--- config.mk ---
export PLATFORM = sky130hd
export DESIGN_NAME = dlx_instr_encoder_flat
export DESIGN_NICKNAME = d
export VERILOG_FILES = /design/src/rtl/dlx_enc_if.sv /design/src/rtl/dlx_instr_encoder.sv /design/src/flat_wrapper.sv
export SDC_FILE = /design/constraint.sdc
export NUM_CORES = 1
export LEC_CHECK = 0
export CORE_MARGIN = 2
export CORE_UTILIZATION = 49
export DETAILED_ROUTE_END_ITERATION = 8
export GPL_ROUTABILITY_DRIVEN = 1
export HOLD_SLACK_MARGIN = 0.1
export PLACE_DENSITY = 0.72
export SLEW_MARGIN = 20
export SYNTH_ARGS = -nofsm -noshare
export SYNTH_HDL_FRONTEND = slang
export SYNTH_SLANG_ARGS = --single-unit
--- constraint.sdc ---
create_clock -name clk -period 4.6 [get_ports clk]
set_clock_uncertainty 0.15 [all_clocks]
set_input_delay 0.92 -clock clk [delete_from_list [all_inputs] [get_ports clk]]
set_output_delay 0.92 -clock clk [all_outputs]
set_load 0.01 [all_outputs]
--- src/rtl/dlx_enc_if.sv ---
// Request/response bundle between an instruction-request source and dlx_instr_encoder.
// The slave side is the encoder. The master side is the request source and imem consumer.
interface dlx_enc_if #(
   parameter int ADDR_W = 16
);
   logic              in_valid;
   logic              in_ready;
   logic [1:0]        in_fmt;
   logic [5:0]        in_op;
   logic [10:0]       in_func;
   logic [4:0]        in_rd;
   logic [4:0]        in_rs1;
   logic [4:0]        in_rs2;
   logic [25:0]       in_imm;
   logic              out_valid;
   logic              out_ready;
   logic [31:0]       out_instr;
   logic [ADDR_W-1:0] out_addr;
   logic              base_load;
   logic [ADDR_W-1:0] base_addr;
   logic              err;
   logic [7:0]        err_count;

   modport master (
      output in_valid, in_fmt, in_op, in_func, in_rd, in_rs1, in_rs2, in_imm,
      output out_ready, base_load, base_addr,
      input  in_ready, out_valid, out_instr, out_addr, err, err_count
   );

   modport slave (
      input  in_valid, in_fmt, in_op, in_func, in_rd, in_rs1, in_rs2, in_imm,
      input  out_ready, base_load, base_addr,
      output in_ready, out_valid, out_instr, out_addr, err, err_count
   );
endinterface

--- src/rtl/dlx_instr_encoder.sv ---
// Packs field-level DLX requests into 32-bit words, buffers them and emits them with a word-aligned pc.
// Define DLX_ENC_DELAY_SLOT_EN to insert a nop after every legal control transfer.
module dlx_instr_encoder #(
   parameter int DEPTH  = 4,
   parameter int ADDR_W = 16
) (
   input  logic       clk,
   input  logic       reset,
   dlx_enc_if.slave   bus
);
   localparam int PTR_W = (DEPTH > 1) ? $clog2(DEPTH) : 1;
   localparam int CNT_W = PTR_W + 1;
   localparam logic [CNT_W-1:0] DEPTH_C  = CNT_W'(DEPTH);
   localparam logic [31:0]      NOP_WORD = 32'h0000_0015;

   typedef logic [PTR_W-1:0] ptr_t;

   logic [31:0]       mem_q [DEPTH];
   logic [31:0]       mem_d [DEPTH];
   ptr_t              wr_ptr_q, wr_ptr_d;
   ptr_t              rd_ptr_q, rd_ptr_d;
   logic [CNT_W-1:0]  count_q, count_d;
   logic [31:0]       instr_q, instr_d;
   logic [ADDR_W-1:0] pc_q, pc_d;
   logic              err_q, err_d;
   logic [7:0]        err_cnt_q, err_cnt_d;

   logic [31:0]       word;
   logic              legal;
   logic              in_ready;
   logic              accept;
   logic              push;
   logic              push_two;
   logic              bad_req;
   logic              pop;
   logic [CNT_W-1:0]  n_push;

   always_comb begin
      word  = '0;
      legal = 1'b0;
      case (bus.in_fmt)
         2'd0: begin
            word  = {bus.in_op, bus.in_rs1, bus.in_rs2, bus.in_rd, bus.in_func};
            legal = (bus.in_op == 6'd0) || (bus.in_op == 6'd1);
         end
         2'd1: begin
            word  = {bus.in_op, bus.in_rs1, bus.in_rd, bus.in_imm[15:0]};
            legal = (bus.in_op > 6'd3);
         end
         2'd2: begin
            word  = {bus.in_op, bus.in_imm};
            legal = (bus.in_op == 6'd2) || (bus.in_op == 6'd3);
         end
         default: begin
            word  = '0;
            legal = 1'b0;
         end
      endcase
   end

`ifdef DLX_ENC_DELAY_SLOT_EN
   logic is_ctrl;
   assign is_ctrl  = bus.in_op inside {6'd2, 6'd3, 6'd4, 6'd5, 6'd18, 6'd19};
   // Always leave room for a word plus its delay-slot nop, whatever the request is.
   assign in_ready = (count_q <= DEPTH_C - CNT_W'(2));
   assign push_two = push && is_ctrl;
`else
   assign in_ready = (count_q < DEPTH_C);
   assign push_two = 1'b0;
`endif

   assign accept  = bus.in_valid && in_ready;
   assign push    = accept && legal;
   assign bad_req = accept && !legal;
   assign pop     = (count_q != '0) && bus.out_ready;
   assign n_push  = push_two ? CNT_W'(2) : (push ? CNT_W'(1) : CNT_W'(0));

   always_comb begin
      mem_d    = mem_q;
      wr_ptr_d = wr_ptr_q;
      if (push) begin
         mem_d[wr_ptr_q] = word;
         wr_ptr_d        = wr_ptr_q + ptr_t'(1);
         if (push_two) begin
            mem_d[wr_ptr_q + ptr_t'(1)] = NOP_WORD;
            wr_ptr_d                    = wr_ptr_q + ptr_t'(2);
         end
      end
      rd_ptr_d = pop ? (rd_ptr_q + ptr_t'(1)) : rd_ptr_q;
      count_d  = count_q + n_push - {{(CNT_W-1){1'b0}}, pop};
      // Head register holds its last value once the buffer runs empty.
      instr_d  = (count_d != '0) ? mem_d[rd_ptr_d] : instr_q;

      if (bus.base_load)
         pc_d = {bus.base_addr[ADDR_W-1:2], 2'b00};
      else if (pop)
         pc_d = pc_q + ADDR_W'(4);
      else
         pc_d = pc_q;

      err_d     = err_q | bad_req;
      err_cnt_d = err_cnt_q + {7'd0, bad_req};
   end

   always_ff @(posedge clk) begin
      mem_q <= mem_d;
   end

   always_ff @(posedge clk) begin
      if (reset) begin
         wr_ptr_q  <= '0;
         rd_ptr_q  <= '0;
         count_q   <= '0;
         instr_q   <= '0;
         pc_q      <= '0;
         err_q     <= 1'b0;
         err_cnt_q <= '0;
      end else begin
         wr_ptr_q  <= wr_ptr_d;
         rd_ptr_q  <= rd_ptr_d;
         count_q   <= count_d;
         instr_q   <= instr_d;
         pc_q      <= pc_d;
         err_q     <= err_d;
         err_cnt_q <= err_cnt_d;
      end
   end

   assign bus.in_ready  = in_ready;
   assign bus.out_valid = (count_q != '0);
   assign bus.out_instr = instr_q;
   assign bus.out_addr  = pc_q;
   assign bus.err       = err_q;
   assign bus.err_count = err_cnt_q;
endmodule

--- src/flat_wrapper.sv ---
// flat-port wrapper written by rule: the top's interface ports become plain ports
module dlx_instr_encoder_flat 
#(
   parameter int DEPTH  = 4,
   parameter int ADDR_W = 16
)
  (clk, reset, bus_in_valid, bus_in_fmt, bus_in_op, bus_in_func, bus_in_rd, bus_in_rs1, bus_in_rs2, bus_in_imm, bus_out_ready, bus_base_load, bus_base_addr, bus_in_ready, bus_out_valid, bus_out_instr, bus_out_addr, bus_err, bus_err_count);
  dlx_enc_if #(.ADDR_W(ADDR_W)) bus_i ();
  input  logic clk;
  input  logic reset;
  input wire logic [$bits(bus_i.in_valid)-1:0] bus_in_valid;
  input wire logic [$bits(bus_i.in_fmt)-1:0] bus_in_fmt;
  input wire logic [$bits(bus_i.in_op)-1:0] bus_in_op;
  input wire logic [$bits(bus_i.in_func)-1:0] bus_in_func;
  input wire logic [$bits(bus_i.in_rd)-1:0] bus_in_rd;
  input wire logic [$bits(bus_i.in_rs1)-1:0] bus_in_rs1;
  input wire logic [$bits(bus_i.in_rs2)-1:0] bus_in_rs2;
  input wire logic [$bits(bus_i.in_imm)-1:0] bus_in_imm;
  input wire logic [$bits(bus_i.out_ready)-1:0] bus_out_ready;
  input wire logic [$bits(bus_i.base_load)-1:0] bus_base_load;
  input wire logic [$bits(bus_i.base_addr)-1:0] bus_base_addr;
  output wire logic [$bits(bus_i.in_ready)-1:0] bus_in_ready;
  output wire logic [$bits(bus_i.out_valid)-1:0] bus_out_valid;
  output wire logic [$bits(bus_i.out_instr)-1:0] bus_out_instr;
  output wire logic [$bits(bus_i.out_addr)-1:0] bus_out_addr;
  output wire logic [$bits(bus_i.err)-1:0] bus_err;
  output wire logic [$bits(bus_i.err_count)-1:0] bus_err_count;
  assign bus_i.in_valid = bus_in_valid;
  assign bus_i.in_fmt = bus_in_fmt;
  assign bus_i.in_op = bus_in_op;
  assign bus_i.in_func = bus_in_func;
  assign bus_i.in_rd = bus_in_rd;
  assign bus_i.in_rs1 = bus_in_rs1;
  assign bus_i.in_rs2 = bus_in_rs2;
  assign bus_i.in_imm = bus_in_imm;
  assign bus_i.out_ready = bus_out_ready;
  assign bus_i.base_load = bus_base_load;
  assign bus_i.base_addr = bus_base_addr;
  assign bus_in_ready = bus_i.in_ready;
  assign bus_out_valid = bus_i.out_valid;
  assign bus_out_instr = bus_i.out_instr;
  assign bus_out_addr = bus_i.out_addr;
  assign bus_err = bus_i.err;
  assign bus_err_count = bus_i.err_count;
  dlx_instr_encoder #(.DEPTH(DEPTH), .ADDR_W(ADDR_W)) u_core (.clk(clk), .reset(reset), .bus(bus_i));
endmodule
==> results of run 1 <==
[cells by family (layout without fill, tap and decap cells)]
kind of cell	Yosys count	after routing	synth area share [%]
compound gates	315	315	24.8
buf+inv	86	207	4.51
flops	190	190	46.7
mux	22	22	2.70
xor+xnor	26	26	3.15
other cells	1	2	0.0460
simple gates	310	310	16.5
fa+ha+maj	10	10	1.63
[cell usage in the layout (no fill, tap or decap), drive strengths merged, types with 12 or more instances in the layout]
cell             n
nor3            30
a21oi          144
nor2b           18
clkdlybuf4s50  134
a2111oi         26
nor2           183
a211oi          38
o21ai           25
dfxtp          190
clkbuf          25
buf             30
o22ai           26
inv             12
a211o           32
xnor2           15
nand2           49
mux2i           22
o32ai           12
[critical path: stages]
cell and delay, ns:
clkdlybuf4s50_1 0.46, nor4_4 0.37, xnor2_2 0.13, nor3b_4 0.23, ha_1 0.18, inv_1 0.04, fa_1 0.36, xnor3_1 0.21
and3b_1 0.19, or3_1 0.41, buf_12 0.20, a2111oi_0 0.36, a211o_1 0.16
[layout make-up]
class	instances	share of cell area, %
Multi-Input combinational cell	685	38.7
Sequential cell	190	36.5
Timing Repair Buffer	164	15.8
Clock buffer	25	5.04
Tap cell	220	2.64
Clock inverter	7	0.947
Inverter	11	0.396
[worst min path at each step]
stage	from	to	slack, ns	depth (start not counted)
after global routing	u_core.mem_q[91]$_DFF_P_	u_core.mem_q[91]$_DFF_P_	0.32	2
after CTS	u_core.mem_q[59]$_DFF_P_	u_core.mem_q[59]$_DFF_P_	0.30	2
final	u_core.mem_q[63]$_DFF_P_	u_core.mem_q[63]$_DFF_P_	0.30	2
after global placement	u_core.mem_q[60]$_DFF_P_	u_core.mem_q[60]$_DFF_P_	0.28	2
after detailed placement	u_core.mem_q[59]$_DFF_P_	u_core.mem_q[59]$_DFF_P_	0.29	2
after floorplan	u_core.mem_q[58]$_DFF_P_	u_core.mem_q[58]$_DFF_P_	0.27	2
[routing by layer]
layer	global-route usage [%]	part of all wire, %	vias up
met5	0	0	-
met4	6.93	1.2	0
met3	6.51	6.6	18
met2	38.9	46	224
met1	31.7	46	3399
li1	-	-	3630
[cell usage after synthesis (all sizes together)]
cell | instances | area share (%)
a21oi | 144 | 8.8
o21ai | 25 | 1.5
nand4 | 4 | 0.31
inv | 11 | 0.51
o311ai | 1 | 0.11
a2111oi | 26 | 2.8
conb | 1 | 0.046
nand2b | 7 | 0.54
buf | 30 | 1.9
and2 | 1 | 0.077
and4 | 1 | 0.11
o32ai | 12 | 1.3
nand2 | 49 | 2.3
xnor2 | 15 | 1.8
o31a | 1 | 0.11
nor2 | 183 | 8.4
and3 | 4 | 0.31
and3b | 1 | 0.11
fa | 1 | 0.25
nand3 | 8 | 0.49
mux2i | 22 | 2.7
nor2b | 18 | 1.4
a211o | 32 | 3.4
clkbuf | 45 | 2.1
o31ai | 3 | 0.46
dfxtp | 190 | 47
or3 | 2 | 0.15
xor2 | 10 | 1.1
o21a | 5 | 0.46
a211oi | 38 | 3.5
nor3b | 1 | 0.23
nor3 | 30 | 1.8
o22ai | 26 | 2.0
ha | 9 | 1.4
nor4 | 1 | 0.26
a21boi | 2 | 0.28
xnor3 | 1 | 0.28
[power groups by stage]
| stage | logic, mW | clock network (mW) | registers (mW) |
|---|---|---|---|
| detailed placement | 2.15 | 0 | 2.37 |
| finish | 2.15 | 1.52 | 2.34 |
| global route | 2.37 | 1.63 | 2.39 |
| global placement | 2.11 | 0 | 2.36 |
| floorplan | 1.35 | 0 | 2.36 |
| CTS | 2.16 | 1.55 | 2.33 |
[flip-flops by register name (all words and copies together), names as in the netlist]
signal,flops
u_core.bus.out_addr,14
u_core.wr_ptr_q,2
u_core.bus.err,1
u_core.count_q,3
u_core.rd_ptr_q,2
u_core.mem_q,128
u_core.bus.out_instr,32
u_core.bus.err_count,8
==> impl_metrics.json, run 1 <==
{
  "power.leakage_nw": 4.18,
  "port_buffers": 135,
  "rr_worst_depth": 12,
  "area_delta_synth_final_pct": 28.0,
  "hold_buffers": 0,
  "reg2reg_from": "u_core.count_q[2]$_SDFF_PP0_",
  "netlist_instances": 960,
  "track_usage_pct": 24.1,
  "hold_slack_ns": 0.297,
  "core_mm2": 0.0164,
  "nNetsFinal": 1160,
  "comb_power_share_pct": 35.8,
  "period_share_pct": 87.1,
  "grt_max_degree": 85,
  "r2r-end": "u_core.bus.out_instr[10]$_SDFFE_PP0P_",
  "wire_per_inst_um": 16.3,
  "synth.ff_latch_count": 190,
  "vias": 7271,
  "ant_nets": 0,
  "ys_seq_area_share_pct": 46.7,
  "yosysWarnings": 0,
  "overflow": 0,
  "multi_input_area_mm2": 0.00404,
  "seqPwrFrac_pct": 38.9,
  "p_sw_mw": 1.96,
  "critPathCapture": "u_core.bus.out_instr[10]$_SDFFE_PP0P_",
  "drtIter0Drc": 403,
  "ctsResizeCount": 0,
  "first_pass_iters": 5,
  "htreeDepth": 4,
  "clk_pin_slew_ns": 0.06,
  "setup_violations": 0,
  "required_ns": 4.82,
  "timing.final.ws_setup_ns": 0.594,
  "finalNonFillerCells": 1302,
  "power.density_mw_per_mm2": 576,
  "dieArea_mm2": 0.0177,
  "rsz0062_at_grt": "no",
  "final_area_mm2": 0.0104,
  "ff_latch_area_mm2": 0.00380,
  "dpl.hpwl_um": 13400,
  "drv_cap": 0,
  "ios": 140,
  "max_freq_mhz": 250,
  "root_buffer": "clkbuf_16",
  "arrival_ns": 4.23,
  "cts_sinks": 190,
  "rows": 47,
  "internal-power_mw": 4.05,
  "diodes": 0,
  "n_fill_cell": 1417,
  "drive_gt1_share_pct": 7.02,
  "slew_viol_final": 0,
  "ir_drop_mv": 0.394,
  "post-route-util_pct": 63.6,
  "synth_cell_types": 40,
  "synth_area_mm2": 0.00815,
  "startpoint_type": "input port",
  "worstSetupPathType": "in -> reg",
  "cts_setup_buffers": 0,
  "grt_pass1_vias": 6853,
  "cp-startpoint": "bus_in_op[2]",
  "total_power_mw": 6.01,
  "pwr-share-clk_pct": 25.3,
  "tns_ns": 0,
  "swShare_pct": 32.6,
  "gp_congestion": 0.806,
  "clock_latency_ns": 0.42,
  "die-width_um": 133,
  "vias_per_cell": 5.58,
  "rrSetupSlack_ns": 1.31,
  "numCtsBuffers": 17,
  "dpl-instance-area_mm2": 0.00981,
  "clk_path_buf_depth": 2,
  "die_h_um": 133,
  "pre_cts_slack_ns": 0.183,
  "drc": 0,
  "syn_area_per_cell_um2": 8.49,
  "tightest_slew_ns": 0.889,
  "cp-end-kind": "flop",
  "cp_max_fo": 24,
  "cts_tree": "done",
  "antenna_found_initial": 0,
  "routed_wl_um": 21200,
  "status": "finished, final reports clean",
  "placed_cells": 1270,
  "grt_pass1_wl_um": 34400,
  "finalCriticalPeriod_ns": 4.01,
  "slew_headroom_pct": 40.4,
  "hold_viol_final": 0,
  "start_util_pct": 49.7,
  "hold_class": "reg -> reg"
}
No activity file was read; power rests on OpenSTA's default activity.
==> inputs of run 2 (changes only) <==
--- a/config.mk
+++ b/config.mk
@@ -8,7 +8,6 @@
 export CORE_MARGIN = 2
 export CORE_UTILIZATION = 49
 export DETAILED_ROUTE_END_ITERATION = 8
-export GPL_ROUTABILITY_DRIVEN = 1
 export HOLD_SLACK_MARGIN = 0.1
 export PLACE_DENSITY = 0.72
 export SLEW_MARGIN = 20
==> results of run 2 <==
Same layout as run 1: the final DEF is identical, and so are final timing and power.
